$ cat config.mk
export PLATFORM = sky130hd
export DESIGN_NAME = mem_arbiter
export DESIGN_NICKNAME = d
export VERILOG_FILES = /design/src/rtl/mem_arbiter.sv
export SDC_FILE = /design/constraint.sdc
export NUM_CORES = 1
export LEC_CHECK = 0
export CAP_MARGIN = 15
export CORE_AREA = 2 2 75 59
export DETAILED_ROUTE_END_ITERATION = 16
export DIE_AREA = 0 0 77 61
export GPL_TIMING_DRIVEN = 0
export PLACE_DENSITY = 0.86
export SYNTH_ARGS = -nofsm -noshare
export SYNTH_HDL_FRONTEND = slang
export SYNTH_SLANG_ARGS = --single-unit
$ cat constraint.sdc
create_clock -name clk -period 1.7 [get_ports clk]
set_input_delay 0.51 -clock clk [delete_from_list [all_inputs] [get_ports clk]]
set_output_delay 0.51 -clock clk [all_outputs]
set_load 0.1 [all_outputs]
$ cat src/rtl/mem_arbiter.sv
// mem_arbiter: two-requester (processor / DMA) arbiter for a shared memory
// controller bus. Grants are registered and mutually exclusive; the memory
// bus is muxed combinationally from whichever channel currently holds a
// grant and is still requesting.
//
// Build option: define MEM_ARBITER_FAIR_EN to cap DMA bursts at MAX_BURST
// cycles and hand the processor one slot when it is waiting. Without the
// macro DMA has strict priority and bursts are unbounded.
module mem_arbiter #(
    parameter int MAX_BURST = 16
) (
    input  logic        clk,
    input  logic        rst,
    input  logic        proc_req,
    input  logic [15:0] proc_addr,
    input  logic        proc_write,
    input  logic [15:0] proc_wdata,
    input  logic        dma_req,
    input  logic [15:0] dma_addr,
    input  logic        dma_write,
    input  logic [15:0] dma_wdata,
    output logic        proc_gnt,
    output logic        dma_gnt,
    output logic        proc_en,
    output logic [15:0] memaddr,
    output logic        memwrite,
    output logic [15:0] writedata,
    output logic [7:0]  burst_cnt
);

    typedef enum logic [1:0] {
        IDLE = 2'd0,
        PROC = 2'd1,
        DMA  = 2'd2
    } state_t;

    state_t state;
    state_t next_state;

    // Reject an out-of-range burst limit at elaboration time.
    if (MAX_BURST < 1 || MAX_BURST > 255) begin : g_max_burst_range
        $error("mem_arbiter: MAX_BURST must be in 1..255");
    end

`ifdef MEM_ARBITER_FAIR_EN
    localparam logic [7:0] BURST_LIMIT = 8'(MAX_BURST);
`endif

    // Next-state decision; DMA wins ties, fair mode may force a PROC slot.
    always_comb begin
        // NOTE: defaulting every always_comb output first keeps any path that
        // forgets to assign it from inferring a latch.
        next_state = state;
        unique case (state)
            IDLE: begin
                if (dma_req)       next_state = DMA;
                else if (proc_req) next_state = PROC;
                else               next_state = IDLE;
            end
            PROC: begin
                if (dma_req)        next_state = DMA;
                else if (!proc_req) next_state = IDLE;
                else                next_state = PROC;
            end
            DMA: begin
                if (!dma_req) next_state = proc_req ? PROC : IDLE;
                else          next_state = DMA;
`ifdef MEM_ARBITER_FAIR_EN
                // Once the burst limit is reached, a waiting processor gets
                // one slot; '>=' also catches a processor that arrives after
                // the count has run past the limit.
                if (proc_req && burst_cnt >= BURST_LIMIT) next_state = PROC;
`endif
            end
            default: next_state = IDLE;
        endcase
    end

    // State register with registered grants and DMA burst counter.
    always_ff @(posedge clk or posedge rst) begin
        // NOTE: sequential state uses non-blocking assignments so every
        // register samples pre-edge values, independent of statement order.
        if (rst) begin
            state     <= IDLE;
            proc_gnt  <= 1'b0;
            dma_gnt   <= 1'b0;
            burst_cnt <= 8'd0;
        end else begin
            state    <= next_state;
            proc_gnt <= (next_state == PROC);
            dma_gnt  <= (next_state == DMA);
            if (next_state == DMA)
                burst_cnt <= (burst_cnt == 8'hFF) ? burst_cnt : burst_cnt + 8'd1;
            else
                burst_cnt <= 8'd0;
        end
    end

    assign proc_en = proc_gnt;

    // Memory bus follows the granted channel only while it still requests;
    // a requester without a grant can never reach memwrite.
    always_comb begin
        memaddr   = 16'h0000;
        writedata = 16'h0000;
        memwrite  = 1'b0;
        if (proc_gnt && proc_req) begin
            memaddr   = proc_addr;
            writedata = proc_wdata;
            memwrite  = proc_write;
        end else if (dma_gnt && dma_req) begin
            memaddr   = dma_addr;
            writedata = dma_wdata;
            memwrite  = dma_write;
        end
    end

endmodule

==> flow_summary.json <==
{
  "die_area_sq_mm": 0.004697,
  "worst-path-max-fanout": 5,
  "drive_gt1_frac": 0.5357,
  "worstPathCellList": "and2_4 > nor2_4 > buf_12 > buf_16 > a22o_4 > buf_12",
  "die_h_um": 61,
  "maxClockFrequency_mhz": 468.2,
  "yosysMostFrequentCell": "a22o_1",
  "antenna_left": 0,
  "max-clock-path-buffers": 2,
  "nNetsFinal": 296,
  "cts_sinks": 12,
  "worstSetupEndpointType": "output port",
  "cp.required_ns": 1.19,
  "synth_adder_area_share": 0.01416,
  "stdcell_count": 279,
  "core_sq_mm": 0.003954,
  "synthArstFlopShare": 1.000,
  "final-hold-violation-count": 0,
  "final-max-slew-violation-count": 0,
  "avgSynthCellArea_sq_um": 9.498,
  "finalWorstSetupSlack_ns": -0.4360,
  "final_util": 0.7646,
  "synth_warnings": 0,
  "dieWidth_um": 77,
  "synth-simple-area-share": 0.1516,
  "seq_area_frac_synth": 0.3399,
  "cp-start-kind": "flip-flop",
  "synthMuxAreaShare": 0.01133,
  "drtPass1Iterations": 4,
  "tns_ns": -13.82,
  "synth_cells": 93,
  "fin_crit_ns": 2.136,
  "insertion_delay_ns": 0.24,
  "violations": "setup timing",
  "viasPerCell": 5.057,
  "synth-compound-area-share": 0.4263,
  "num_rows": 20,
  "synth_area_leaders": "dfrtp_1, a22o_1, nand2_1",
  "hp-class": "flip-flop to flip-flop",
  "start_util": 0.2234,
  "grt_pass1_wl_um": 8956,
  "cts_buffers": 3,
  "r2r_slack_ns": 0.19,
  "skew_ns": 0.001939,
  "synth_top_cell_by_area": "dfrtp_1",
  "grt_pass1_vias": 1472,
  "syn_nets": 164,
  "p_per_area_mw_per_mm2": 580.0,
  "cp.arrival_ns": 1.63,
  "synth_edf_count": 0,
  "fill_cells": 247,
  "clk_pin_slew_worst_paths_ns": 0.05,
  "synth-xor-area-share": 0,
  "dpl.cell_count": 261,
  "drv_cap": 0,
  "postCtsHoldBufs": 0,
  "relSlewSlack": 0.6284,
  "drc": 0,
  "cts_tree": "built",
  "synth_flop_cell": "dfrtp_1",
  "antenna_found_initial": 0,
  "worst_pin_slew_ns": 0.5600,
  "area_delta_synth_final_pct": 242.2,
  "max_stage_delay_ns": 0.47,
  "cp_slowest_cell": "dfrtp_4",
  "hpwl_um": 3788,
  "wl_per_cell_um": 22.72,
  "num_vias": 1411,
  "period_share": 1.256,
  "ir_drop_mv": 0.3938,
  "rsz0062_at_grt": "yes",
  "cts_max_level": 1,
  "ys_types": 29,
  "seqCellArea_sq_um": 319.1,
  "root_buffer": "clkbuf_8",
  "synth_top_family_by_area": "compound AO/OA/AOI/OAI gates",
  "crit_top_cell": "buf_12",
  "synth-seq-cells": 12,
  "multi_input_area_sq_um": 827.0,
  "overflow": 0,
  "io_buffers": 113,
  "synth_area_sq_um": 883.3,
  "grt_usage": 0.2560,
  "path_class": "flip-flop to output port",
  "n_antenna_cell": 0,
  "setup_violations": 33,
  "power.leakage_uw": 0.001384,
  "grt_max_degree": 13,
  "wl_um": 6338,
  "gp_congestion": 0.7325,
  "drt_iter0_drc": 60,
  "synth_top_area_frac": 0.3399,
  "status": "finished with violations",
  "synth_common_cells": "a22o_1, dfrtp_1, nand2_1",
  "io_pins": 114
}
==> power by group <==
part	switching (uW)	leakage [uW]	total, uW	internal [uW]
logic	637	0.00121	1130	497
registers	11.0	0.000146	313	302
clock network	103	0.0000288	308	204
total	751	0.00138	1750	1000
==> state kept, by name, indices dropped and copies added (netlist names) <==
| signal | flops |
|---|---|
| burst_cnt | 8 |
| dma_gnt | 1 |
| proc_en | 1 |
| state | 2 |
==> path summary, 6_finish.rpt <==
check / depth (start not counted) / end / startpoint
setup / recovery: 6 / writedata[3] / proc_en
hold / removal: 1 / burst_cnt[4] / burst_cnt[4]
setup reg to reg: 4 / burst_cnt[6] / burst_cnt[0]
hold reg to reg: 1 / burst_cnt[4] / burst_cnt[4]
max in group asynchronous: 2 / proc_en / rst
min in group asynchronous: 2 / burst_cnt[7] / rst
==> area by class of cell <==
class	instances	share of cell area
clock buffers	4	0.01821
inverters	3	0.003725
well taps	55	0.02276
repair buffers	129	0.5389
plain buffers	6	0.03725
flip-flops and latches	12	0.1055
multi-input cells	70	0.2736
==> cells in the final DEF (no fill, tap or decap), drive strengths merged, types with 2 or more instances in the layout <==
master and n:
dfrtp 12, nand3 3, o21ai 3, buf 62
and3b 2, nand2 8, clkbuf 8, clkdlybuf4s50 67
nor2 2, a31oi 4, a21o 2, and3 3
a22o 33, clkdlybuf4s15 2, inv 3
==> kinds of logic after synthesis <==
family,after synthesis
compound gates,46
simple gates,22
fa+ha+maj,1
buf+inv,11
flops,12
mux,1
==> per-stage QoR <==
| stage | setup slack (ns) | total power [uW] | instance area [sq um] | hold WS [ns] |
|---|---|---|---|---|
| finish | -0.4360 | 1753 | 3023 | 0.5185 |
| global route | -0.4880 | 1805 | 3023 | 0.5432 |
| CTS | -0.4942 | 1733 | 3007 | 0.5196 |
| detailed placement | -1.783 | 1232 | 2422 | 0.5152 |
| global placement | -1.741 | 1220 | 2422 | 0.5085 |
| floorplan | -0.3942 | 924.4 | 1222 | 0.3744 |
==> critical path, delay by kind of cell (launching register included) <==
family | cells | cell delay, ns
flip-flops | 1 | 0.47
buffers and inverters | 3 | 0.45
AND/OR/NAND/NOR | 2 | 0.32
AO/OA/AOI/OAI | 1 | 0.13
==> routing by layer <==
layer | up-vias | global-route usage | part of all wire
met5 | - | 0 | 0
met4 | 0 | 0.08673 | 0.025
met3 | 12 | 0.07440 | 0.076
met2 | 78 | 0.4962 | 0.54
met1 | 677 | 0.2763 | 0.36
li1 | 644 | - | -
==> timing repair <==
item	4_1_cts	5_1_grt
resized for setup	367	12
setup buffers	9	2
endpoints found under the hold margin	0	0
endpoints found under the setup margin	44	36
pin swaps	5	5
cloned	4	1
No activity file was read; power rests on OpenSTA's default activity.
